## config.mk

```make
export PLATFORM = sky130hd
export DESIGN_NAME = cache_mem_arbiter
export DESIGN_NICKNAME = d
export VERILOG_FILES = /design/src/rtl/cache_mem_arbiter.sv
export SDC_FILE = /design/constraint.sdc
export NUM_CORES = 2
export LEC_CHECK = 0
export CAP_MARGIN = 30
export CORE_AREA = 4 4 382 384
export CTS_CLUSTER_DIAMETER = 80
export CTS_CLUSTER_SIZE = 20
export DETAILED_ROUTE_END_ITERATION = 7
export DIE_AREA = 0 0 386 388
export GPL_TIMING_DRIVEN = 0
export PLACE_DENSITY = 0.48
export SYNTH_ARGS = -nofsm -noshare
export SYNTH_HDL_FRONTEND = slang
export SYNTH_SLANG_ARGS = --single-unit
```

## constraint.sdc

```tcl
create_clock -name clk -period 7.9 [get_ports clk]
set_clock_uncertainty 0.05 [all_clocks]
set_input_delay 0.79 -clock clk [delete_from_list [all_inputs] [get_ports clk]]
set_output_delay 0.79 -clock clk [all_outputs]
set_load 0.01 [all_outputs]
```

## src/rtl/cache_mem_arbiter.sv

```systemverilog
// Arbitrates I/D cache line misses onto one 4-beat pmem burst port.
// Optional CACHE_ARB_RR_EN: round-robin instead of fixed D > I.
module cache_mem_arbiter #(
  parameter int LINE_W  = 256,
  parameter int BURST_W = 64,
  parameter int ADDR_W  = 32
) (
  input  logic               clk,
  input  logic               rst,
  input  logic               i_read,
  input  logic [ADDR_W-1:0]  i_address,
  output logic [LINE_W-1:0]  i_rdata,
  output logic               i_resp,
  input  logic               d_read,
  input  logic               d_write,
  input  logic [ADDR_W-1:0]  d_address,
  input  logic [LINE_W-1:0]  d_wdata,
  output logic [LINE_W-1:0]  d_rdata,
  output logic               d_resp,
  output logic               pmem_read,
  output logic               pmem_write,
  output logic [ADDR_W-1:0]  pmem_address,
  output logic [BURST_W-1:0] pmem_wdata,
  input  logic [BURST_W-1:0] pmem_rdata,
  input  logic               pmem_resp
);

  localparam int BEATS = LINE_W / BURST_W;
  localparam int BW    = $clog2(BEATS);
  localparam int OFS   = $clog2(LINE_W / 8);

  typedef enum logic [2:0] {
    IDLE, I_RD, D_RD, D_WR, RESP
  } state_t;

  localparam logic OWN_I = 1'b0;
  localparam logic OWN_D = 1'b1;

  state_t              state;
  logic [BW-1:0]       beat;
  logic                owner;
  logic [LINE_W-1:0]   line_q;
  logic [LINE_W-1:0]   fill;
  logic [ADDR_W-1:0]   req_addr;
  logic                d_req;
  logic                grant_d;
  logic                grant_i;
  logic                last_beat;
  logic                unused_bits;

  assign d_req       = d_read | d_write;
  assign last_beat   = beat == BW'(BEATS - 1);
  assign unused_bits = ^{i_address[OFS-1:0], d_address[OFS-1:0]};

`ifdef CACHE_ARB_RR_EN
  logic last_owner;
  // On contention, favour whoever was not served last.
  assign grant_d = d_req & (!i_read | last_owner == OWN_I);
`else
  assign grant_d = d_req;
`endif
  assign grant_i = i_read & !grant_d;

  always_comb begin
    req_addr = grant_d ? d_address : i_address;
    fill     = line_q;
    fill[beat*BURST_W +: BURST_W] = pmem_rdata;
  end

  assign pmem_wdata = pmem_write ?
    line_q[beat*BURST_W +: BURST_W] : '0;

  always_ff @(posedge clk or negedge rst) begin
    if (!rst) begin
      state        <= IDLE;
      beat         <= '0;
      owner        <= OWN_I;
      line_q       <= '0;
      i_rdata      <= '0;
      i_resp       <= 1'b0;
      d_rdata      <= '0;
      d_resp       <= 1'b0;
      pmem_read    <= 1'b0;
      pmem_write   <= 1'b0;
      pmem_address <= '0;
    end else begin
      case (state)
        IDLE: begin
          if (grant_d | grant_i) begin
            pmem_address <= {req_addr[ADDR_W-1:OFS], OFS'(0)};
            beat         <= '0;
            owner        <= grant_d;
            if (grant_d & d_write) begin
              line_q     <= d_wdata;
              pmem_write <= 1'b1;
              state      <= D_WR;
            end else begin
              pmem_read <= 1'b1;
              state     <= grant_d ? D_RD : I_RD;
            end
          end
        end
        I_RD, D_RD: begin
          if (pmem_resp) begin
            line_q <= fill;
            beat   <= beat + 1'b1;
            if (last_beat) begin
              pmem_read <= 1'b0;
              state     <= RESP;
              if (owner == OWN_D) begin
                d_resp  <= 1'b1;
                d_rdata <= fill;
              end else begin
                i_resp  <= 1'b1;
                i_rdata <= fill;
              end
            end
          end
        end
        D_WR: begin
          if (pmem_resp) begin
            beat <= beat + 1'b1;
            if (last_beat) begin
              pmem_write <= 1'b0;
              state      <= RESP;
              d_resp     <= 1'b1;
              d_rdata    <= line_q;
            end
          end
        end
        RESP: begin
          i_resp <= 1'b0;
          d_resp <= 1'b0;
          state  <= IDLE;
        end
        default: state <= IDLE;
      endcase
    end
  end

`ifdef CACHE_ARB_RR_EN
  always_ff @(posedge clk or negedge rst) begin
    if (!rst)
      last_owner <= OWN_I;
    else if (state == IDLE && (grant_d | grant_i))
      last_owner <= grant_d;
  end
`endif

endmodule

```

* Yosys cells after proc, flatten, opt, wreduce, memory -nomap -nowiden
Cells that the tools add are included.
Storage, ports and cells: flip-flop bits (word level) 805, input bits 390, logic and storage cells 97
Cells by class: add/subtract/negate cells 2, equality and inequality tests 16, shifts and indexed selects 3, multiplexer cells 40, bitwise operators 5, reduce and logical (&&, ||, !) cells 20
Operators by type and width (count):
- 256-bit 2-to-1 mux | 8
- 256-bit one-hot mux with 2 select lines | 2
- 256-bit bitwise mux | 1
- 64-bit by 34-bit variable shift with 256-bit output, first input constant | 1
- 256-bit by 9-bit variable part select with 64-bit output | 1
- 64-bit by 34-bit variable part select with 256-bit output | 1
- 64-bit 2-to-1 mux | 1
- 8-bit negator with 34-bit output | 1
- 32-bit 2-to-1 mux | 1
- 2-bit inequality test, second input constant | 9
- 1-bit 2-to-1 mux | 14
- 4-bit AND reduction | 3
- 6-bit AND reduction | 2
- 5-bit AND reduction | 2
- 2-bit nonzero test | 5
- 3-bit 2-to-1 mux | 3
- 2-bit 2-to-1 mux | 4
- 3-bit by 2-bit equality test with 1-bit output, second input constant | 2
- 1-bit one-hot mux with 2 select lines | 3
- 3-bit one-hot mux with 2 select lines | 1
- 3-bit AND reduction | 2
- 2-bit by 1-bit inequality test with 1-bit output, second input constant | 2
- 2-bit one-hot mux with 2 select lines | 1
- 3-bit by 1-bit equality test with 1-bit output, second input constant | 1
- 13 further kinds | 15

* Longest topological paths before layout
depth in word-level cells 7, mapped depth 11

* Worst setup path before layout
No wires, ideal clock.
path kind reg-to-reg, from register beat[0], to register d_rdata[199], arrival 2763 ps, required time 7786 ps, setup slack 5023 ps, stages on the path, launching flop included 12, period minus slack after synthesis 2877 ps, cells stage by stage dfrtp_1 > buf_2 > buf_2 > buf_2 > inv_1 > ha_1 > nor4bb_1 > buf_2 > clkbuf_1 > a21oi_1 > a211oi_1 > a21o_1
Between the ends: word-level cells in the longest chain between the ends 7
RTL lines:
- from (decl) | line 40 | logic [BW-1:0] beat;
- from (signal assigned) | line 106 | beat <= beat + 1'b1;
- from (signal assigned) | line 122 | beat <= beat + 1'b1;
- 8-bit negator with 34-bit output | line 67 | fill[beat*BURST_W +: BURST_W] = pmem_rdata;
- 64-bit by 34-bit variable part select with 256-bit output / 64-bit by 34-bit variable shift with 256-bit output (equally long branches) | line 67
- 256-bit bitwise mux | line 67
- 256-bit 2-to-1 mux | line 110 | if (owner == OWN_D) begin
- 256-bit 2-to-1 mux | line 107 | if (last_beat) begin
- 256-bit 2-to-1 mux | line 104 | if (pmem_resp) begin
- 256-bit one-hot mux with 2 select lines | line 87 | case (state)
- to (signal assigned) | line 112 | d_rdata <= fill;
- to (signal assigned) | line 127 | d_rdata <= line_q;
- to (decl) | line 18 | output logic [LINE_W-1:0] d_rdata,
Parallel ways exist; a longest one is shown, timed or not. The select of a mux whose other input is x is not followed. A chain may end at the register's enable or synchronous reset.

* Final worst setup path
from register beat[1], to register d_rdata[82]
Same word-level chain as after synthesis.

==> impl_metrics.env <==
export IMPL_grt_pass1_vias=38300
export IMPL_arrival_ns=5.46
export IMPL_r2r_end="d_rdata[82]"
export IMPL_maxCapViolCount=0
export IMPL_synth_edf_count=0
export IMPL_overflow=0
export IMPL_vias=38900
export IMPL_start_kind="flip-flop"
export IMPL_ys_warn_count=0
export IMPL_critical_path_class="reg2reg"
export IMPL_cts_setup_buffers=0
export IMPL_r2r_start="beat[1]"
export IMPL_synth_area_per_cell_sq_um=9.43
export IMPL_tns_ns=0
export IMPL_drv_slew=0
export IMPL_clkLatencyLatePin_ns=0.73
export IMPL_io_pins=1002
export IMPL_grt_max_degree=110
export IMPL_initial_core_util_pct=27.9
export IMPL_ir_worst_vdd_uv=226
export IMPL_power_density_nw_per_um2=511
export IMPL_place_congestion=0.933
export IMPL_async_flop_share_pct=100
export IMPL_synthToLayoutAreaGrowth_pct=37.3
export IMPL_dr_pass1_iters=5
export IMPL_track_usage_pct=30.6
export IMPL_period_needed_ns=4.86
export IMPL_synthTopCellsByArea="dfrtp_1, a21oi_1, nor2_1"
export IMPL_route_detailed_drc=0
export IMPL_die_w_um=386
export IMPL_hp_class="in2async"
export IMPL_path_clk_slew_ns=0.08
export IMPL_hold_buffers=0
export IMPL_port_buffers=986
export IMPL_fin_ws_ns=3.04
export IMPL_hold_violations=0
export IMPL_die_y_um=388
export IMPL_nNetsFinal=5695
export IMPL_r2r_slack_ns=3.04
export IMPL_status="complete, no violations"
export IMPL_setup_viol=0
export IMPL_post_route_period_util_pct=61.5
export IMPL_synth_top_area_share_pct=50.5
export IMPL_core_sq_um=143000
export IMPL_yosysTopAreaCell="dfrtp_1"
export IMPL_dp_worst_setup_slack_ns=2.91
export IMPL_timing_fmax_mhz=206
export IMPL_crit_path_max_fanout=10
export IMPL_dieArea_sq_um=150000
export IMPL_grt_pass1_wl_um=323000
export IMPL_cts_made_buffers=61
export IMPL_utilization_pct=38.3
export IMPL_clockRootBuffer="clkbuf_16"
export IMPL_worst_pin_slew_ns=1.06
export IMPL_nFillCells=14500
export IMPL_p_leak_nw=23.4
export IMPL_htree_levels=2
export IMPL_multi_input_area_sq_um=18000
export IMPL_reg2reg_depth=10
export IMPL_synth_ff_type="dfrtp_1"
export IMPL_rows=139
export IMPL_antenna_found_initial=36
export IMPL_synth_distinct_cells=44
export IMPL_crit_path_end_kind="flip-flop"
export IMPL_viasPerCell=5.35
export IMPL_required_ns=8.50
export IMPL_layout_drive_gt1_share_pct=7.22
export IMPL_wl_per_cell_um=32.5
export IMPL_routed_wl_um=237000
export IMPL_slew_headroom_pct=29.3
export IMPL_post_dp_hpwl_um=184000
export IMPL_cts_tree="built"
export IMPL_syn_inst=4227
export IMPL_cts_resized=0
export IMPL_syn_area_sq_um=39900
export IMPL_ant_nets=0
export IMPL_clockBufferDepth=3
export IMPL_clkSinkCount=805
export IMPL_drtIter0Drc=3829
export IMPL_ys_seq_area_share_pct=50.5
export IMPL_seqCellArea_sq_um=20100
export IMPL_rsz0062_at_grt="false"
export IMPL_yosys_register_bits=805
cells in the final DEF, fill, tap and decap left out, types with 7 or more instances in the layout:
cell type,count
clkinvlp_4,7
nand2_1,263
clkbuf_16,63
o2bb2ai_1,60
dfrtp_1,805
a21o_1,194
mux4_2,64
buf_16,10
buf_8,8
nor2_1,483
clkinv_2,7
a22o_1,9
buf_6,9
a21oi_1,542
a211oi_1,192
o21ai_1,174
nor2b_1,257
mux2i_1,27
buf_2,154
buf_4,8
and2_1,256
clkdlybuf4s50_1,985
clkinv_4,8
diode_2,22
nor3b_1,64
a22oi_1,125
clkbuf_1,199
buf_1,11
o21ai_0,280
clkbuf_2,13
worst max-delay path by stage:
stage | from | end | slack [ns] | cells past startpoint
2_1_floorplan | beat[0] | d_rdata[199] | 5.02 | 11
3_3_place_gp | rst | pmem_address[5] | -34.32 | 1
3_5_place_dp | beat[1] | d_rdata[82] | 2.91 | 10
4_1_cts | beat[1] | d_rdata[82] | 2.91 | 10
5_1_grt | beat[1] | d_rdata[82] | 2.86 | 10
6_report | beat[1] | d_rdata[82] | 3.04 | 10
where the power goes:
| part | switching, W | total [W] | internal [W] |
|---|---|---|---|
| logic | 0.00947 | 0.0163 | 0.00681 |
| registers | 0.00199 | 0.00813 | 0.00614 |
| clock network | 0.00186 | 0.00355 | 0.00168 |
synth_stat cells, types with 2 or more instances:
cell type / n
dfrtp_1: 805
a21oi_1: 542
nor2_1: 483
o21ai_0: 280
nand2_1: 263
nor2b_1: 257
and2_1: 256
clkbuf_1: 210
a21o_1: 194
a211oi_1: 192
o21ai_1: 174
buf_2: 154
a22oi_1: 125
mux4_2: 64
nor3b_1: 64
o2bb2ai_1: 60
mux2i_1: 27
buf_1: 11
a22o_1: 9
buf_4: 8
buf_6: 8
ha_1: 6
inv_1: 6
nor3_1: 4
nand2b_1: 3
nand3b_1: 2
nor4bb_1: 2
or2_2: 2
layout make-up:
| class | instances | share of cell area [%] |
|---|---|---|
| multi-input cells | 3028 | 32.8 |
| well taps | 1903 | 4.35 |
| clock inverters | 44 | 0.905 |
| repair buffers | 1005 | 18.8 |
| flip-flops and latches | 805 | 36.8 |
| inverters | 6 | 0.0411 |
| diodes | 22 | 0.101 |
| clock buffers | 68 | 2.99 |
| plain buffers | 392 | 3.23 |
metrics by stage:
stage | instances | instance area [sq um] | total power [W] | hold WS [ns]
after floorplan | 4231 | 39900 | 0.0153 | 0.430
after CTS | 7251 | 54700 | 0.0280 | 0.0697
after global placement | 7120 | 52100 | 0.0242 | 0.410
after global routing | 7259 | 54700 | 0.0294 | 0.0792
after detailed placement | 7139 | 52600 | 0.0243 | 0.415
final | 7273 | 54700 | 0.0280 | 0.0542
critical path, stage by stage, from the launching register on:
cell,delay (ns)
dfrtp_1,0.45
clkbuf_2,0.56
clkbuf_1,0.66
inv_1,0.25
ha_1,0.45
and4b_1,0.20
buf_2,0.51
clkbuf_1,0.63
a21oi_1,0.22
a211oi_1,0.67
a21o_1,0.14
registers in the layout, indices dropped and copies added, names as in the netlist:
name / cells
d_rdata: 256
i_rdata: 256
line_q: 256
pmem_address: 27
state: 3
beat: 2
d_resp: 1
i_resp: 1
owner: 1
pmem_read: 1
pmem_write: 1
logic make-up (layout without fill, tap and decap cells):
| group | count (synthesis) | count (layout) | share of synthesized area (%) |
|---|---|---|---|
| multiplexers | 92 | 92 | 4.32 |
| flip-flops | 805 | 805 | 50.5 |
| AO/OA/AOI/OAI | 1583 | 1583 | 23.8 |
| buffers and inverters | 398 | 1515 | 4.46 |
| XOR/XNOR | 1 | 1 | 0.0408 |
| AND/OR/NAND/NOR | 1341 | 1341 | 16.6 |
| adder cells (fa/ha/maj) | 6 | 6 | 0.188 |
| other | 1 | 27 | 0.00941 |
layer usage:
metal / wire length (um) / global-route usage, % / up-vias
li1: - / - / 17000
met2: 112000 / 49.9 / 1763
met5: 90 / 0 / -
met4: 9480 / 10.9 / 12
met1: 97100 / 40.0 / 19800
met3: 18100 / 6.29 / 319
(Power assumes the default switching activity.)
